[src/rtl/piso_frame_pkg.sv]
// Shared types and line levels for the framed parallel-to-serial transmitter.
package piso_frame_pkg;

  typedef enum logic [1:0] {
    IDLE  = 2'd0,
    START = 2'd1,
    DATA  = 2'd2,
    STOP  = 2'd3
  } state_e;

  localparam logic IDLE_LEVEL  = 1'b1;
  localparam logic START_LEVEL = 1'b0;
  localparam logic STOP_LEVEL  = 1'b1;

endpackage : piso_frame_pkg

[src/rtl/shift_reg_piso.sv]
// Parallel-load, shift-right register; LSB is presented as the serial bit.
module shift_reg_piso #(
  parameter int unsigned WIDTH = 4
) (
  input  logic             clk_i,
  input  logic             rst_ni,
  input  logic             clear_i,
  input  logic             load_i,
  input  logic             shift_i,
  input  logic [WIDTH-1:0] d_i,
  output logic             ser_o
);

  logic [WIDTH-1:0] q_q, q_d;

  // clear dominates load, load dominates shift
  always_comb begin
    q_d = q_q;
    if (clear_i) begin
      q_d = '0;
    end else if (load_i) begin
      q_d = d_i;
    end else if (shift_i) begin
      q_d = {1'b0, q_q[WIDTH-1:1]};
    end
  end

  always_ff @(posedge clk_i or negedge rst_ni) begin
    if (!rst_ni) begin
      q_q <= '0;
    end else begin
      q_q <= q_d;
    end
  end

  assign ser_o = q_q[0];

endmodule : shift_reg_piso

[src/rtl/piso_frame_tx.sv]
// Framed serial transmitter: start bit, WIDTH data bits LSB first, stop bit.
module piso_frame_tx
  import piso_frame_pkg::*;
#(
  parameter int unsigned WIDTH = 4
) (
  input  logic             clk,
  input  logic             reset_b,
  input  logic [WIDTH-1:0] i,
  input  logic             load,
  input  logic             clear,
  output logic             ready,
  output logic             sout,
  output logic             busy,
  output logic             done
);

  localparam int unsigned CNT_W = $clog2(WIDTH);
  localparam logic [CNT_W-1:0] LAST_BIT = CNT_W'(WIDTH - 1);

  state_e           state_q, state_d;
  logic [CNT_W-1:0] cnt_q, cnt_d;
  logic             accept;
  logic             shift_en;
  logic             ser_bit;

  // ready is decoded from state only, so accept has no loop through outputs
  assign accept   = load & ready & ~clear;
  assign shift_en = (state_q == DATA) & ~clear;

  shift_reg_piso #(
    .WIDTH (WIDTH)
  ) u_shift (
    .clk_i   (clk),
    .rst_ni  (reset_b),
    .clear_i (clear),
    .load_i  (accept),
    .shift_i (shift_en),
    .d_i     (i),
    .ser_o   (ser_bit)
  );

  always_ff @(posedge clk or negedge reset_b) begin
    if (!reset_b) begin
      state_q <= IDLE;
      cnt_q   <= '0;
    end else begin
      state_q <= state_d;
      cnt_q   <= cnt_d;
    end
  end

  always_comb begin
    state_d = state_q;
    cnt_d   = cnt_q;
    if (clear) begin
      state_d = IDLE;
      cnt_d   = '0;
    end else begin
      unique case (state_q)
        IDLE: begin
          if (accept) begin
            state_d = START;
            cnt_d   = '0;
          end
        end
        START: state_d = DATA;
        DATA: begin
          cnt_d = cnt_q + CNT_W'(1);
          if (cnt_q == LAST_BIT) begin
            state_d = STOP;
          end
        end
        STOP: begin
          if (accept) begin
            state_d = START;
            cnt_d   = '0;
          end else begin
            state_d = IDLE;
          end
        end
        default: begin
          state_d = IDLE;
          cnt_d   = '0;
        end
      endcase
    end
  end

  always_comb begin
    sout  = IDLE_LEVEL;
    ready = 1'b1;
    busy  = 1'b0;
    done  = 1'b0;
    unique case (state_q)
      IDLE: begin
        sout  = IDLE_LEVEL;
        ready = 1'b1;
      end
      START: begin
        sout  = START_LEVEL;
        ready = 1'b0;
        busy  = 1'b1;
      end
      DATA: begin
        sout  = ser_bit;
        ready = 1'b0;
        busy  = 1'b1;
      end
      STOP: begin
        sout  = STOP_LEVEL;
        ready = 1'b1;
        done  = 1'b1;
      end
      default: begin
        sout  = IDLE_LEVEL;
        ready = 1'b1;
      end
    endcase
  end

endmodule : piso_frame_tx

[config.mk]
export PLATFORM = sky130hd
export DESIGN_NAME = piso_frame_tx
export DESIGN_NICKNAME = d
export VERILOG_FILES = /design/src/rtl/piso_frame_pkg.sv /design/src/rtl/shift_reg_piso.sv /design/src/rtl/piso_frame_tx.sv
export SDC_FILE = /design/constraint.sdc
export NUM_CORES = 1
export LEC_CHECK = 0
export ABC_AREA = 1
export CORE_MARGIN = 10
export CORE_UTILIZATION = 25
export DETAILED_ROUTE_END_ITERATION = 8
export PLACE_DENSITY = 0.57
export SLEW_MARGIN = 20
export SYNTH_ARGS = -nofsm -noshare
export SYNTH_HDL_FRONTEND = slang
export SYNTH_SLANG_ARGS = --single-unit
[constraint.sdc]
create_clock -name clk -period 3.2 [get_ports clk]
set_input_delay 0.48 -clock clk [delete_from_list [all_inputs] [get_ports clk]]
set_output_delay 0.48 -clock clk [all_outputs]
set_load 0.03 [all_outputs]
# == Word-level counts from Yosys, hierarchy flattened ==
# Index checks and enable logic that the tools add are counted.
# totals
register_bits,8
inputBits,8
output_inout_bits,4
elab_cells,37
# op_classes
addsub,1
eq_ne,7
muxes,15
bitwise,4
reduce_logical,7
# op_table
op,n
4-bit two-way mux,3
2-bit two-way mux,5
2-bit case mux with 4 select lines,1
"2-bit == test, second input constant",3
3-bit nonzero test,2
2-bit case mux with 2 select lines,1
2-bit AND reduction,2
2-bit OR reduction,2
1-bit AND,3
1-bit two-way mux,3
"3-bit by 1-bit inequality test with 1-bit output, second input constant",1
"3-bit by 2-bit inequality test with 1-bit output, second input constant",1
"3-bit inequality test, second input constant",1
1-bit case mux with 3 select lines,1
"2-bit by 1-bit adder with 2-bit output, second input constant",1
"2-bit by 1-bit == test with 1-bit output, second input constant",1
2-bit zero test,1
1-bit case mux with 2 select lines,1
1-bit NOT,1

# == Longest topological paths before layout ==
# depth
word_depth,8
mapped_depth,9
depth_no_buf,9

# == Cells and area by module ==
# From an unflattened synthesis, not the netlist that was laid out.
# unflattened
hier_cells,74
hier_area_um2,559.3
# by_module_without_submodules
module,instances,cells_per_inst,area_each_um2,seq_area_each_um2
piso_frame_tx,1,43,347.8,100.1
shift_reg_piso,1,31,211.5,100.1

# == Worst setup path before layout ==
# OpenSTA, ideal clock, no wires.
# synth_timing
path_kind,flip-flop to output port
startpoint,register state_q[0]
endpoint,output sout
t_arrival_ns,1.520
t_required_ns,2.720
slack_ns,1.200
stages_incl_launch_ff,4
path_buffers,0
cell_sequence,dfrtp_1 inv_1 ha_1 a21oi_1
# synth_between
elab_chain_len,3
elab_cells_between_ends,6
cone_classes,eq/ne: 3; mux: 1; reduce/logical: 2
# synth_lines
item,line_no,rtl
start: declaration,piso_frame_tx.sv:21,"state_e state_q, state_d;"
start signal: assignment,piso_frame_tx.sv:48,state_q <= state_d;
2-bit == test or 2-bit zero test (tied branches),piso_frame_tx.sv:95,unique case (state_q)
2-bit OR reduction (no source line),--,
1-bit case mux with 3 select lines (*),piso_frame_tx.sv:95,
end: declaration,piso_frame_tx.sv:13,"output logic sout,"
# Mark *: on every way between the ends. The rest lies on a longest branch, timed or not.

# == Worst setup path after layout ==
# Ends and elaborated chain as after synthesis.

==> reports/metrics.cfg <==
[finish]
post-route-util = 0.355
final_nets = 104
diodes = 0
areaGrowthSynthToFinish_pct = 30.2
fillCellCount = 208
seq_area_sq_um = 200
drive_above_1_share = 0.102
multi_input_area_sq_um = 294
final_common_cell = nand2_1
final_cell_mix = nand2_1 (22), inv_1 (14), clkdlybuf4s50_1 (11)

[grt]
track_usage = 0.0571
grt_pass1_wl_um = 2010
overflow = 0
grt_max_degree = 9
antenna_found_initial = 0
grt_pass1_vias = 484

[clock_tree]
cts_buffer_depth = 2
post_cts_buffers = 0
root_buffer = clkbuf_4
numCtsBuffers = 3
hold_buffers = 0
cts_tree = done
clk_pin_slew_worst_paths_ns = 0.05
clkLatencyLatePin_ns = 0.24
cts-resized-gates = 0
cts.sinks = 8
h-tree-depth = 1

[logic_synthesis]
ys_seq_area_frac = 0.364
syn_nets = 88
synth_cells = 74
synth.distinct_cells = 16
ys_warn_count = 0
synth_area_sq_um = 551
synth_seq_cells = 8
avgSynthCellArea_sq_um = 7.44

[drt]
avgViaCountPerCell = 4.03
drtPass1Iterations = 2
drc = 0
wl_um = 1110
wl_per_cell_um = 9.62
ant_nets = 0
vias = 463
initialDrtViolationCount = 10

[pwr]
leakagePower_nw = 0.370
power.density_nw_per_um2 = 850
ir_drop_mv = 0.324

[timing]
fmax_mhz = 397
fin_crit_sh = 0.786
tns_ns = 0
slew_headroom = 0.771
hold_violations = 0
period_needed_ns = 2.52
tightest_slew_ns = 0.342
setup_viol = 0
fin_worst_skew_ns = 0.00553
slew_violations = 0
rsz0062_at_grt = no

[setup_path]
cp_top_family = buffers and inverters
critical_path_buf_inv_count = 2
cp_max_fo = 7
worstSetupStartpointType = register
max_stage_delay_ns = 0.69
end_kind = primary output
worst_path_max_delay_cell = clkdlybuf4s50_1
crit_chain = inv_1, ha_1, a21oi_1, clkdlybuf4s50_1
cp.required_ns = 2.72
critical_path_class = reg2out
arrival_ns = 2.04

[status]
status = finished, final reports clean

[floorplan]
die_height_um = 66.9
fp.coreArea_sq_um = 2020
die_w_um = 66.9
num_io_pins = 12
rows = 16
initial_core_util = 0.272
fp.dieArea_sq_um = 4480

[placement]
port_buffers = 11
dp_hpwl_um = 965
finalWeightedCongestion = 0.713

[flow_run]
drv_cap = 0

[worst_hold_path]
hp-class = reg2reg

[cells in the mapped netlist]
master / n / share of area
a21oi_1: 2 / 0.018
dfrtp_1: 8 / 0.36
ha_1: 6 / 0.14
inv_1: 14 / 0.095
inv_2: 1 / 0.0068
nand2_1: 22 / 0.15
nand2_4: 2 / 0.041
nand3_1: 2 / 0.018
nand3_2: 1 / 0.018
nand4_1: 1 / 0.011
nor2_1: 6 / 0.041
nor2_2: 1 / 0.011
nor2_4: 1 / 0.020
o21a_1: 1 / 0.014
o21ai_0: 3 / 0.027
o21ai_1: 3 / 0.027
[worst min-delay path, stage by stage (launching register included)]
cell     delay [ns]
dfrtp_1        0.34
nand2_1        0.06
nand2_1        0.06
[area by class of cell]
| cell class | count | share of cell area |
|---|---|---|
| inverter | 15 | 0.0785 |
| timing repair buffer | 11 | 0.154 |
| multi-input combinational | 51 | 0.410 |
| clock buffer | 3 | 0.0314 |
| tap | 27 | 0.0471 |
| sequential | 8 | 0.279 |
[routing by layer]
| layer | vias to the layer above | global-route usage | wire length (um) |
|---|---|---|---|
| met2 | 6 | 0.0900 | 532 |
| met5 | - | 0 | 0 |
| met4 | 0 | 0.0308 | 0 |
| met1 | 203 | 0.0628 | 502 |
| met3 | 0 | 0.0251 | 72 |
| li1 | 254 | - | - |
[power by group]
part / switching (mW) / internal (mW)
clock: 0.0286 / 0.0425
sequential: 0.0244 / 0.134
combinational: 0.236 / 0.144
total: 0.289 / 0.321
[path summary, 6_finish.rpt]
kind | slack, ns | to | start | cells after the start
setup / recovery | 0.68 | sout | state_q[0] | 4
min in group asynchronous | 0.50 | state_q[0] | reset_b | 1
hold / removal | 0.49 | u_shift.q_q[3] | u_shift.q_q[3] | 2
setup reg to reg | 1.62 | u_shift.q_q[0] | state_q[0] | 9
hold reg to reg | 0.49 | u_shift.q_q[3] | u_shift.q_q[3] | 2
max in group asynchronous | 2.44 | u_shift.q_q[1] | reset_b | 1
[per-stage QoR]
stage          cell area (sq um)  instances  setup WS [ns]  power (mW)  hold WS (ns)
2_1_floorplan                551         74           1.20       0.420         0.184
3_3_place_gp                 694        112          0.992       0.542         0.470
3_5_place_dp                 694        112          0.932       0.544         0.486
4_1_cts                      717        115          0.651       0.622         0.498
5_1_grt                      717        115          0.541       0.674         0.517
6_report                     717        115          0.684       0.609         0.490
[cells by family after synthesis]
kind of cell | share of synthesized area
and+or+nand+nor | 0.311
buffers and inverters | 0.102
AOI/OAI and AO/OA | 0.0864
DFF | 0.364
adders and majority gates | 0.136
[state kept, by name, indices dropped and copies added, names as in the netlist]
signal       flops
u_shift.q_q      4
state_q          2
cnt_q            2
Note: power is estimated with default switching activity, not from simulation.
